### src/rtl/hack_ram_loader_pkg.sv
// Shared definitions for the boot-time RAM loader: FSM encoding, frame layout
// and the RAM geometry defaults that the data RAM also uses.
package hack_ram_loader_pkg;

  localparam int DEFAULT_DEPTH  = 16384;
  localparam int DEFAULT_ADDR_W = 14;

  localparam int LEN_BYTES      = 2;
  localparam int BYTES_PER_WORD = 2;

  typedef enum logic [3:0] {
    S_IDLE,
    S_LEN_HI,
    S_LEN_LO,
    S_CHECK,
    S_DAT_HI,
    S_DAT_LO,
    S_SETUP,
    S_STROBE,
    S_HOLD,
    S_DONE,
    S_ERROR
  } state_t;

endpackage

### src/rtl/hack_idle_timer.sv
// Loadable down-counter that flags a stalled byte source. expire is asserted
// on the TIMEOUT-th running cycle after the last load.
module hack_idle_timer #(
  parameter int TIMEOUT = 1000000
) (
  input  logic clk,
  input  logic reset,
  input  logic load,
  input  logic run,
  output logic expire
);

  localparam int CW = (TIMEOUT < 2) ? 1 : $clog2(TIMEOUT + 1);

  logic [CW-1:0] count;

  always_ff @(posedge clk) begin
    if (reset || load) begin
      count <= CW'(TIMEOUT - 1);
    end else if (run && (count != '0)) begin
      count <= count - CW'(1);
    end
  end

  assign expire = run && (count == '0);

endmodule

### src/rtl/hack_ram_loader.sv
// Boot loader: receives a length-prefixed byte stream, packs byte pairs into
// 16-bit words and writes them to the data RAM with explicit setup/strobe/hold.
module hack_ram_loader
  import hack_ram_loader_pkg::*;
#(
  parameter int DEPTH     = DEFAULT_DEPTH,
  parameter int ADDR_W    = DEFAULT_ADDR_W,
  parameter int BASE_ADDR = 0,
  parameter int TIMEOUT   = 1000000
) (
  input  logic                        clk,
  input  logic                        reset,
  input  logic                        start,
  input  logic [7:0]                  rx_data,
  input  logic                        rx_valid,
  output logic                        rx_ready,
  output logic [ADDR_W-1:0]           ram_address,
  output logic [BYTES_PER_WORD*8-1:0] ram_in,
  output logic                        ram_write,
  output logic                        cpu_reset,
  output logic                        busy,
  output logic                        done,
  output logic                        error,
  output logic [ADDR_W:0]             words_loaded
);

  localparam int LEN_W = LEN_BYTES * 8;
  localparam logic [LEN_W-1:0] MAX_N = LEN_W'(DEPTH - BASE_ADDR);

  state_t            state;
  logic [LEN_W-1:0]  len;
  logic [7:0]        hi_byte;
  logic [ADDR_W-1:0] next_addr;
  logic              xfer;
  logic              start_ok;
  logic              expire;

  assign rx_ready = (state inside {S_LEN_HI, S_LEN_LO, S_DAT_HI, S_DAT_LO});
  assign busy     = !(state inside {S_IDLE, S_DONE, S_ERROR});
  assign xfer     = rx_valid && rx_ready;
  assign start_ok = start && !busy;

  hack_idle_timer #(
    .TIMEOUT (TIMEOUT)
  ) u_idle_timer (
    .clk    (clk),
    .reset  (reset),
    .load   (xfer || start_ok),
    .run    (rx_ready),
    .expire (expire)
  );

  always_ff @(posedge clk) begin
    if (reset) begin
      state        <= S_IDLE;
      ram_write    <= 1'b0;
      ram_address  <= '0;
      ram_in       <= '0;
      cpu_reset    <= 1'b0;
      done         <= 1'b0;
      error        <= 1'b0;
      words_loaded <= '0;
      next_addr    <= ADDR_W'(BASE_ADDR);
    end else begin
      case (state)
        S_IDLE, S_DONE, S_ERROR: begin
          if (start) begin
            state        <= S_LEN_HI;
            done         <= 1'b0;
            error        <= 1'b0;
            words_loaded <= '0;
            cpu_reset    <= 1'b1;
            next_addr    <= ADDR_W'(BASE_ADDR);
          end
        end
        S_LEN_HI: begin
          if (xfer) begin
            len[LEN_W-1:8] <= rx_data;
            state          <= S_LEN_LO;
          end else if (expire) begin
            state <= S_ERROR;
            error <= 1'b1;
          end
        end
        S_LEN_LO: begin
          if (xfer) begin
            len[7:0] <= rx_data;
            state    <= S_CHECK;
          end else if (expire) begin
            state <= S_ERROR;
            error <= 1'b1;
          end
        end
        // Reject any frame that would run past the top of the RAM, so the
        // address counter can never wrap.
        S_CHECK: begin
          if (len == '0) begin
            state     <= S_DONE;
            done      <= 1'b1;
            cpu_reset <= 1'b0;
          end else if (len > MAX_N) begin
            state <= S_ERROR;
            error <= 1'b1;
          end else begin
            state <= S_DAT_HI;
          end
        end
        S_DAT_HI: begin
          if (xfer) begin
            hi_byte <= rx_data;
            state   <= S_DAT_LO;
          end else if (expire) begin
            state <= S_ERROR;
            error <= 1'b1;
          end
        end
        S_DAT_LO: begin
          if (xfer) begin
            ram_in      <= {hi_byte, rx_data};
            ram_address <= next_addr;
            state       <= S_SETUP;
          end else if (expire) begin
            state <= S_ERROR;
            error <= 1'b1;
          end
        end
        // Address and data were registered on entry to SETUP and stay put
        // until HOLD ends, bracketing the write rising edge by a cycle.
        S_SETUP: begin
          ram_write <= 1'b1;
          state     <= S_STROBE;
        end
        S_STROBE: begin
          ram_write <= 1'b0;
          state     <= S_HOLD;
        end
        S_HOLD: begin
          words_loaded <= words_loaded + (ADDR_W+1)'(1);
          next_addr    <= next_addr + ADDR_W'(1);
          if ((LEN_W'(words_loaded) + LEN_W'(1)) == len) begin
            state     <= S_DONE;
            done      <= 1'b1;
            cpu_reset <= 1'b0;
          end else begin
            state <= S_DAT_HI;
          end
        end
        default: state <= S_IDLE;
      endcase
    end
  end

endmodule

### config.mk
export PLATFORM = sky130hd
export DESIGN_NAME = hack_ram_loader
export DESIGN_NICKNAME = d
export VERILOG_FILES = /design/src/rtl/hack_ram_loader_pkg.sv /design/src/rtl/hack_idle_timer.sv /design/src/rtl/hack_ram_loader.sv
export SDC_FILE = /design/constraint.sdc
export NUM_CORES = 1
export LEC_CHECK = 0
export CAP_MARGIN = 20
export CELL_PAD_IN_SITES_DETAIL_PLACEMENT = 1
export CELL_PAD_IN_SITES_GLOBAL_PLACEMENT = 1
export CORE_MARGIN = 8
export CORE_UTILIZATION = 30
export DETAILED_ROUTE_END_ITERATION = 8
export PLACE_DENSITY = 0.62
export SYNTH_ARGS = -nofsm -noshare
export SYNTH_HDL_FRONTEND = slang
export SYNTH_HIERARCHICAL = 1
export SYNTH_SLANG_ARGS = --single-unit
### constraint.sdc
create_clock -name clk -period 7.1 [get_ports clk]
set_input_delay 1.42 -clock clk [delete_from_list [all_inputs] [get_ports clk]]
set_output_delay 1.42 -clock clk [all_outputs]
set_load 0.01 [all_outputs]
* After elaboration in Yosys (flattened, before gate mapping)
Index checks and enable logic that the tools add are counted.
Operators by class: bitwise gates (word level) 1, eq/ne operators 18, muxes and demuxes 28, order comparisons 1, $add $sub $neg 4, reductions and logical operators 26
Operators with widths (number):
- $mux 4 | 9
- $pmux 4 s9 | 1
- $pmux 15 s2 | 1
- $pmux 14 s2 | 1
- $logic_not 20->1 | 1
- $reduce_bool 20->1 | 1
- $sub 20x1->20 const B | 1
- $add 15x1->16 const B | 1
- $eq 16x16->1 | 1
- $eq 4x3->1 const B | 4
- $gt 16x15->1 const B | 1
- $logic_not 16->1 | 1
- $add 15x1->15 const B | 1
- $mux 15 | 1
- $add 14x1->14 const B | 1
- $mux 14 | 1
- $eq 4x4->1 const B | 3
- $ne 2x2->1 const B | 6
- $mux 1 | 10
- $pmux 1 s3 | 3
- $reduce_and 3->1 | 3
- $reduce_bool 3->1 | 3
- $eq 4x2->1 const B | 2
- $reduce_and 6->1 | 1
- other kinds (14) | 20
Storage, ports and cells: flip-flop bits (word level) 111, bits of input ports 12, logic and storage cells 91

* Longest topological paths before layout
Gate-level depths: netlist of the first run.
depth in word-level cells 6, depth in mapped cells 12, depth with buffers taken out 11

* Cells and area by module
The synthesis of the first run kept the hierarchy.
By module, submodules not included:
- hack_ram_loader | times used 1, cells an instance 500, area an instance 4292.9 um^2, seq. area each 2062.0 um^2
- hack_idle_timer | times used 1, cells an instance 126, area an instance 1084.8 um^2, seq. area each 400.4 um^2

* Least setup slack after synthesis of the first run
No wires, ideal clock.
path type input to register, start point input port rx_valid, end point register len[0], enable pin, path slack 4.078 ns, required time 6.705 ns, library setup time 0.395 ns, buffers on the path 1, cell stages on the path 3, data arrival time 2.627 ns, path through clkbuf_1 > nand2_1 > nor4_1
Between the ends: longest elaborated chain between the ends 2
Ends and longest elaborated chain:
- start: declaration | line hack_ram_loader.sv:15 | input logic rx_valid,
- $logic_and 1x1->1 | line hack_ram_loader.sv:40 | assign xfer = rx_valid && rx_ready;
- $reduce_and 3->1 (no source line)
- end signal: indexed assignment | line hack_ram_loader.sv:78 | len[LEN_W-1:8] <= rx_data;
- end signal: assignment | line hack_ram_loader.sv:87 | len[7:0] <= rx_data;
- end: declaration | line hack_ram_loader.sv:31 | logic [LEN_W-1:0] len;
No other way between the ends. A chain may end at the register's enable or synchronous reset.

* Worst setup path in the final report of the first run
start point register state[0], end point output port rx_ready
Between the ends: longest elaborated chain between the ends 2, elaborated cells between the ends (all ways) 5, classes of those cells 4 x eq/ne; 1 x reduce/logical
Ends and longest elaborated chain:
- start: declaration | line hack_ram_loader.sv:30 | state_t state;
- start signal: assignment | line hack_ram_loader.sv:55 | state <= S_IDLE;
- start signal: assignment | line hack_ram_loader.sv:68 | state <= S_LEN_HI;
- start signal: assignment | line hack_ram_loader.sv:79 | state <= S_LEN_LO;
- $eq 4x1->1 (tied with other cells) | line hack_ram_loader.sv:38 | assign rx_ready = (state inside {S_LEN_HI, S_LEN_LO, S_DAT_HI, S_DAT_LO});
- $reduce_bool 4->1 * | line hack_ram_loader.sv:38
- end: declaration | line hack_ram_loader.sv:16 | output logic rx_ready,
Mark *: on every way between the ends. The rest lies on a longest branch, timed or not.

==> results of run 1 <==
final timing paths:
kind / start / endpoint
setup / recovery: state[0]$_SDFFE_PP0N_ / rx_ready
hold / removal: ram_address[1]$_SDFFE_PP0P_ / ram_address[1]$_SDFFE_PP0P_
setup reg to reg: state[0]$_SDFFE_PP0N_ / u_idle_timer/count[11]$_SDFFE_PP0P_
hold reg to reg: ram_address[1]$_SDFFE_PP0P_ / ram_address[1]$_SDFFE_PP0P_
power by group through the flow:
stage	registers (mW)	logic [mW]	clock network, mW
2_1_floorplan	0.678	0.118	0
3_3_place_gp	0.693	0.160	0
3_5_place_dp	0.694	0.165	0
4_1_cts	0.679	0.166	0.522
5_1_grt	0.682	0.181	0.546
6_report	0.679	0.163	0.504
synth_stat cells, types with 11 or more instances:
cell type	instances
nand2_1	102
dfxtp_1	87
nor2_1	60
a21oi_1	57
clkbuf_1	29
o21ai_0	26
edfxtp_1	24
nand3_1	20
nor3_1	19
xnor2_1	18
a31oi_1	15
mux2i_1	12
inv_1	11
routing by layer:
metal	wire, µm	vias up	track usage [%]
met5	0	-	0
met4	303	0	6.10
met3	594	18	2.99
met2	7590	72	24.5
met1	7400	2375	17.6
li1	-	2323	-
flip-flops by register name, indices dropped and copies added (netlist names):
register and count:
ram_in 16, len 16, next_addr 14, ram_address 14
words_loaded 15, done 1, hi_byte 8, state 4
error 1, ram_write 1, cpu_reset 1, u_idle_timer/count 20
cell families (layout without fill, tap and decap cells):
| kind of cell | Yosys count | in the layout | synth area share, % |
|---|---|---|---|
| compound gates | 136 | 136 | 15.5 |
| xor+xnor | 26 | 26 | 4.23 |
| simple gates | 287 | 287 | 26.8 |
| mux | 12 | 12 | 2.23 |
| fa+ha+maj | 4 | 4 | 0.931 |
| flops | 111 | 111 | 45.8 |
| buf+inv | 50 | 95 | 4.58 |
critical path, cell delays in order (launching register included):
cell and delay, ns:
dfxtp_1 0.73, nor2_1 0.13, xor2_1 0.16, nor2_1 0.44, clkdlybuf4s50_1 0.64
cell usage in the layout, fill, tap and decap left out, types with 3 or more instances in the layout:
cell	count
and3_1	9
a311oi_1	5
a41o_1	3
clkbuf_16	10
nor2b_1	3
inv_1	11
a211oi_1	3
nor4_1	9
and2_1	4
ha_1	4
a22oi_1	4
mux2i_1	12
o31ai_1	3
xor2_1	8
buf_4	4
nand3b_1	4
dfxtp_1	87
or3_1	7
and4_1	5
or2_2	8
nor2_1	60
xnor2_1	18
nand4_1	8
a21oi_1	57
o21ai_0	26
a31oi_1	15
nand2b_1	9
edfxtp_1	24
nand3_1	20
nand2_1	102
nor3_1	19
o211ai_1	3
clkdlybuf4s50_1	61
per-stage QoR:
stage	instance area, µm²	instances
2_1_floorplan	5380	626
3_3_place_gp	6110	882
3_5_place_dp	6130	883
4_1_cts	6410	899
5_1_grt	6440	900
6_report	6440	900
layout make-up:
| class | count | area, µm² | share of cell area [%] |
|---|---|---|---|
| multi-input cells | 465 | 2680 | 41.5 |
| flip-flops and latches | 111 | 2460 | 38.2 |
| repair buffers | 68 | 686 | 10.6 |
| well taps | 229 | 287 | 4.45 |
| clock buffers | 13 | 260 | 4.04 |
| inverters | 11 | 41.3 | 0.641 |
| clock inverters | 3 | 28.8 | 0.447 |
==> results_dict.tcl, run 1 <==
set metrics [dict create \
    status "finished clean" \
    routabilityCongestion 0.766 \
    grt_max_degree 47 \
    p_comb_share_pct 12.1 \
    critPathKind "reg -> out" \
    worst_pin_slew_ns 0.880 \
    hold_class "reg -> reg" \
    synth_enable_flop_cells 24 \
    net-switching-power_mw 0.367 \
    total_power_mw 1.35 \
    cts.sinks 111 \
    antenna_found_initial 0 \
    synthCells 626 \
    fillCellCount 2114 \
    final_core_util_pct 36.2 \
    finish.net_count 682 \
    finalSetupViolCount 0 \
    die_y_um 150 \
    internal_power_mw 0.979 \
    rsz0062_at_grt "false" \
    finalMaxSlewViolations 0 \
    clk_latency_ns 0.36 \
    r2r_cells 7 \
    cts_setup_buffers 0 \
    root_buffer "clkbuf_16" \
    period_share_pct 54.7 \
    finalWorstSetupSlack_ns 3.22 \
    die_width_um 150 \
    wirelength_um 15900 \
    ys_seq_elements 111 \
    clockBufferDepth 2 \
    critPathLaunchType "register" \
    max-vdd-ir-drop_uv 133 \
    clock.fmax_mhz 257 \
    power_frac_seq_pct 50.5 \
    wire_per_inst_um 17.7 \
    grt_pass1_vias 4964 \
    clkPwrFrac_pct 37.5 \
    crit_fanout 19 \
    ys_types 63 \
    critPathArrivalTime_ns 2.46 \
    yosysTopAreaCellShare_pct 32.4 \
    drc 0 \
    dp_slack_ns 3.20 \
    relSlewSlack_pct 41.1 \
    synth_area_leaders "dfxtp_1, edfxtp_1, nand2_1, a21oi_1, nor2_1" \
    areaGrowthSynthToFinish_pct 19.8 \
    cts_tree "yes" \
    pin_count 63 \
    powerDensity_mw_per_mm2 209 \
    r2r_slack_ns 3.91 \
    hold_violations 0 \
    synth_ff_type "dfxtp_1" \
    whs_path_depth 2 \
    cts_max_level 3 \
    viasPerCell 5.32 \
    timing.hold.ws_ns 0.459 \
    critPathRequiredTime_ns 5.68 \
    yosys_warnings 6 \
    mappedNetlistNets 642 \
    gr-usage-all-layers_pct 14.5 \
    coreArea_mm2 0.0178 \
    firstDrtPassIters 4 \
    cts_buffers 9 \
    skew_ns 0.0114 \
    cp-end-kind "output pin" \
    post_route_cells_drive_above_1_share_pct 5.96 \
    num_rows 49 \
    numPortBuffers 62 \
    async_reset_ff_share_pct 0 \
    syn_area_per_cell_um2 8.59 \
    seq_area_frac_synth_pct 45.8 \
    max_cap_violations 0 \
    post-synth-top-area-cell "dfxtp_1" \
    diodes 0 \
    floorplan.initialDensity_pct 30.2 \
    sw_frac_of_total_pct 27.3 \
    syn-cell-area_mm2 0.00538 \
    grt-ovfl-total 0 \
    clk_pin_slew_ns 0.08 \
    dp_hpwl_um 11600 \
    cts_hold_buffers 0 \
    min_period_ns 3.88 \
    finalSetupTns_ns 0 \
    dr.first_iter.drc_count 154 \
    vias 4788 \
    grt_pass1_wl_um 26000 \
    cts_resized 0 \
    die_area_mm2 0.0225 \
    leakage_nw 2.12 \
    ant_nets 0 \
]
No activity file was read; power rests on OpenSTA's default activity.
==> run 2, diff against run 1 <==
- clock period: 7.1 -> 3.65 ns (I/O delays scaled with it)
==> run 2 against run 1 <==
  * Clock-buffer cell count fell by 4
  * Core utilization rose by 0.33 points
  * Die area did not move
  * Total power rose by 100%
  * Sequential power rose by 94%
  * Largest cell class unchanged
  * Largest power group unchanged
==> results_dict.tcl, run 2 (same netlist as run 1, synthesis figures left out) <==
set metrics [dict create \
    root_buffer "clkbuf_16" \
    dp_slack_ns 0.767 \
    status "finished clean" \
    crit_fanout 11 \
    finalSetupViolCount 0 \
    coreArea_mm2 0.0178 \
    final_cell_mix "nand2_1, dfxtp_1, clkdlybuf4s50_1" \
    finalSetupTns_ns 0 \
    period_share_pct 82.7 \
    pin_count 63 \
    firstDrtPassIters 4 \
    cts_tree "yes" \
    clockBufferDepth 2 \
    stdcell_count 908 \
    total_power_mw 2.70 \
    cts_setup_buffers 0 \
    finish.net_count 690 \
    final_cell_area_mm2 0.00650 \
    dr.first_iter.drc_count 187 \
    wire_per_inst_um 17.7 \
    dpl-instance-area_mm2 0.00619 \
    finalWorstSetupSlack_ns 0.630 \
    cp-end-kind "output pin" \
    clock.fmax_mhz 331 \
    antenna_found_initial 0 \
    areaGrowthSynthToFinish_pct 20.8 \
    gr-usage-all-layers_pct 14.6 \
    ant_nets 0 \
    cts_buffers 9 \
    hold_violations 0 \
    cts.sinks 111 \
    skew_ns 0.0144 \
    routabilityCongestion 0.784 \
    critPathLaunchType "register" \
    grt-ovfl-total 0 \
    finalMaxSlewViolations 0 \
    clk_pin_slew_ns 0.08 \
    min_period_ns 3.02 \
    max-vdd-ir-drop_uv 241 \
    floorplan.initialDensity_pct 30.2 \
    place_inst 892 \
    cts_max_level 3 \
    fillCellCount 2105 \
    worst_pin_slew_ns 0.717 \
    critPathArrivalTime_ns 2.29 \
    largest_register "u_idle_timer/count" \
    num_rows 49 \
    numPortBuffers 62 \
    grt_pass1_vias 4905 \
    grt_pass1_wl_um 26200 \
    grt_max_degree 34 \
    cts_resized 0 \
    viasPerCell 5.31 \
    largest_reg_flops 20 \
    final_common_cell "nand2_1" \
    multiInputGateArea_mm2 0.00268 \
    powerDensity_mw_per_mm2 415 \
    diodes 0 \
    wirelength_um 16100 \
    drc 0 \
    critPathRequiredTime_ns 2.92 \
    die_area_mm2 0.0225 \
    reg.largest.list "u_idle_timer/count x20, len x16, ram_in x16" \
    die_width_um 150 \
    clk_latency_ns 0.36 \
    register_area_mm2 0.00246 \
    leakage_nw 2.16 \
    relSlewSlack_pct 51.8 \
    dp_hpwl_um 11700 \
    critPathKind "reg -> out" \
    vias 4818 \
    hold_class "reg -> reg" \
    cts_hold_buffers 0 \
    max_cap_violations 0 \
    post_route_cells_drive_above_1_share_pct 7.36 \
    rsz0062_at_grt "false" \
    die_y_um 150 \
]
[run 2: cell types whose count changed in the layout (fill, tap and decap cells not counted)]
cell,before,now
clkbuf_1,2,0
clkbuf_8,2,0
clkinv_8,0,1
clkbuf_16,10,9
buf_4,4,14
clkinv_2,0,1
clkinvlp_4,0,1
clkinv_4,2,1
bufinv_16,0,1
inv_6,0,1
buf_8,1,0
[run 2: metrics by stage]
step	hold slack, ns	utilization (%)
4_1_cts	0.465	36.6
5_1_grt	0.481	36.6
6_report	0.459	36.6
3_3_place_gp	0.444	34.8
3_5_place_dp	0.451	34.8
2_1_floorplan	0.440	-
[run 2: layout make-up]
type / instances / share of cell area, %
well taps: 229 / 4.41
flip-flops and latches: 111 / 37.9
clock buffers: 9 / 3.47
inverters: 11 / 0.635
clock inverters: 7 / 1.35
repair buffers: 76 / 11.1
multi-input cells: 465 / 41.2
[run 2: where the power goes]
part | internal, mW | switching (mW) | total, mW
registers | 1.28 | 0.0387 | 1.32
logic | 0.135 | 0.210 | 0.344
clock network | 0.547 | 0.493 | 1.04
total | 1.96 | 0.741 | 2.70
[run 2: critical path, cell delays in order (launching register included)]
cell             delay (ns)
dfxtp_1                0.57
buf_4                  0.24
xor2_1                 0.21
nand2_1                0.10
a21oi_1                0.27
inv_1                  0.06
clkdlybuf4s50_1        0.48
[run 2: per-layer routing]
layer / wire length (µm) / track usage (%)
met1: 7640 / 18.5
met2: 7440 / 23.8
met3: 695 / 3.02
met4: 300 / 5.55
met5: 0 / 0
[run 2: final timing paths]
| path | start | endpoint | slack, ns | depth (start not counted) |
|---|---|---|---|---|
| hold reg to reg | ram_address[11]$_SDFFE_PP0P_ | ram_address[11]$_SDFFE_PP0P_ | 0.46 | 2 |
| setup reg to reg | words_loaded[0]$_SDFFE_PP0P_ | cpu_reset$_SDFFE_PP0P_ | 0.77 | 8 |
| setup / recovery | state[0]$_SDFFE_PP0N_ | busy | 0.63 | 6 |
| hold / removal | ram_address[11]$_SDFFE_PP0P_ | ram_address[11]$_SDFFE_PP0P_ | 0.46 | 2 |
==> run 3, diff against run 2 <==
- clock period: 3.65 -> 2.9 ns (I/O delays scaled with it)
==> run 3 against run 2 <==
  * Core utilization is 0.099 points higher
  * Critical path depth up 2
  * Cell count grew 0.88%
  * Via count down 0.29%
  * Worst hold slack got worse by 0.0010 ns
  * Clock skew decreased by 0.0065 ns
  * Die area is the same
  * Total power rose by 21%
  * Sequential power is 24% higher
  * Critical path type is now reg -> reg
==> results_dict.tcl, run 3 (same netlist as run 1, synthesis figures left out) <==
set metrics [dict create \
    coreArea_mm2 0.0178 \
    largest_reg_flops 20 \
    die_y_um 150 \
    powerDensity_mw_per_mm2 502 \
    relSlewSlack_pct 52.6 \
    hold_class "reg -> reg" \
    floorplan.initialDensity_pct 30.2 \
    die_area_mm2 0.0225 \
    total_power_mw 3.27 \
    dpl-instance-area_mm2 0.00625 \
    viasPerCell 5.24 \
    numPortBuffers 62 \
    cts_setup_buffers 0 \
    crit_buf_inv 0 \
    cts_max_level 3 \
    finalSetupTns_ns 0 \
    finalSetupViolCount 0 \
    crit_fanout 6 \
    post_route_cells_drive_above_1_share_pct 8.30 \
    reg.largest.list "u_idle_timer/count x20, len x16, ram_in x16" \
    critPathArrivalTime_ns 3.00 \
    cts_buffers 9 \
    wirelength_um 16000 \
    status "finished clean" \
    ant_nets 0 \
    slowest_delay_ns 0.53 \
    grt-ovfl-total 0 \
    timing.hold.ws_ns 0.458 \
    gr-usage-all-layers_pct 14.4 \
    root_buffer "clkbuf_16" \
    cts_resized 0 \
    hold_violations 0 \
    clockBufferDepth 2 \
    pin_count 63 \
    path_common_cell "nand3_1" \
    firstDrtPassIters 4 \
    dp_slack_ns 0.194 \
    wire_per_inst_um 17.5 \
    final_cell_area_mm2 0.00652 \
    max_cap_violations 0 \
    leakage_nw 2.18 \
    worst_pin_slew_ns 0.711 \
    vias 4804 \
    cts.sinks 111 \
    min_period_ns 2.75 \
    antenna_found_initial 0 \
    diodes 0 \
    areaGrowthSynthToFinish_pct 21.2 \
    finalWorstSetupSlack_ns 0.145 \
    num_rows 49 \
    final_cell_mix "nand2_1, dfxtp_1, clkdlybuf4s50_1" \
    routabilityCongestion 0.831 \
    dr.first_iter.drc_count 223 \
    final_common_cell "nand2_1" \
    cp_cell_sequence "ha_1 -> and3_1 -> nand3_1 -> xnor2_1 -> nand3_1 -> a2111o_1 -> or4b_4 -> a41o_1" \
    critPathRequiredTime_ns 3.14 \
    cts_tree "yes" \
    clock.fmax_mhz 363 \
    period_share_pct 95.0 \
    finalMaxSlewViolations 0 \
    skew_ns 0.00796 \
    slowest_stage "or4b_4" \
    clk_pin_slew_ns 0.07 \
    cp-end-kind "register" \
    clk_latency_ns 0.35 \
    largest_register "u_idle_timer/count" \
    critPathKind "reg -> reg" \
    critPathLaunchType "register" \
    rsz0062_at_grt "false" \
    die_width_um 150 \
    grt_max_degree 61 \
    max-vdd-ir-drop_uv 279 \
    grt_pass1_wl_um 25800 \
    dp_hpwl_um 11600 \
    grt_pass1_vias 4975 \
    finish.net_count 698 \
    drc 0 \
    cts_hold_buffers 0 \
    crit_family "simple AND/OR/NAND/NOR gates" \
]
run 3: cell count changes in the layout (fill, tap and decap cells not counted), sizes merged:
cell	before	now
buf	15	23
clkbuf	9	11
bufinv	1	0
inv	13	12
run 3: worst min-delay path, cell delays in order, from the launching register on:
cell and delay, ns:
dfxtp_1 0.31, nand2_1 0.05, a21oi_1 0.05
run 3: area by class of cell:
cell class / instances / area, µm²
multi-input cells: 465 / 2680
clock inverters: 5 / 35.0
inverters: 11 / 41.3
fillers: 2095 / 11300
flip-flops and latches: 111 / 2460
clock buffers: 11 / 233
repair buffers: 84 / 781
well taps: 229 / 287
run 3: routing by layer:
metal  part of all wire (%)  vias up  track usage, %
met2                     47       74            23.6
li1                       -     2347               -
met1                     48     2371            18.5
met5                      0        -               0
met4                    1.2        0            4.40
met3                    3.5       12            3.18
run 3: worst paths after layout:
path                                                    from                endpoint  slack [ns]  cells past startpoint
worst max-delay path            words_loaded[0]$_SDFFE_PP0P_  cpu_reset$_SDFFE_PP0P_        0.15                      8
worst min-delay path                  ram_in[5]$_SDFFE_PP0P_  ram_in[5]$_SDFFE_PP0P_        0.46                      2
worst max register to register  words_loaded[0]$_SDFFE_PP0P_  cpu_reset$_SDFFE_PP0P_        0.15                      8
worst min register to register        ram_in[5]$_SDFFE_PP0P_  ram_in[5]$_SDFFE_PP0P_        0.46                      2
run 3: metrics by stage:
| step | util [%] | std cells |
|---|---|---|
| after floorplan | - | 626 |
| after global placement | 35.1 | 900 |
| after detailed placement | 35.1 | 900 |
| after CTS | 36.7 | 916 |
| after global routing | 36.7 | 916 |
| final | 36.7 | 916 |
run 3: power by group:
part,total (mW),internal [mW],switching (mW)
logic,0.467,0.179,0.288
clock network,1.16,0.586,0.576
registers,1.64,1.61,0.0343
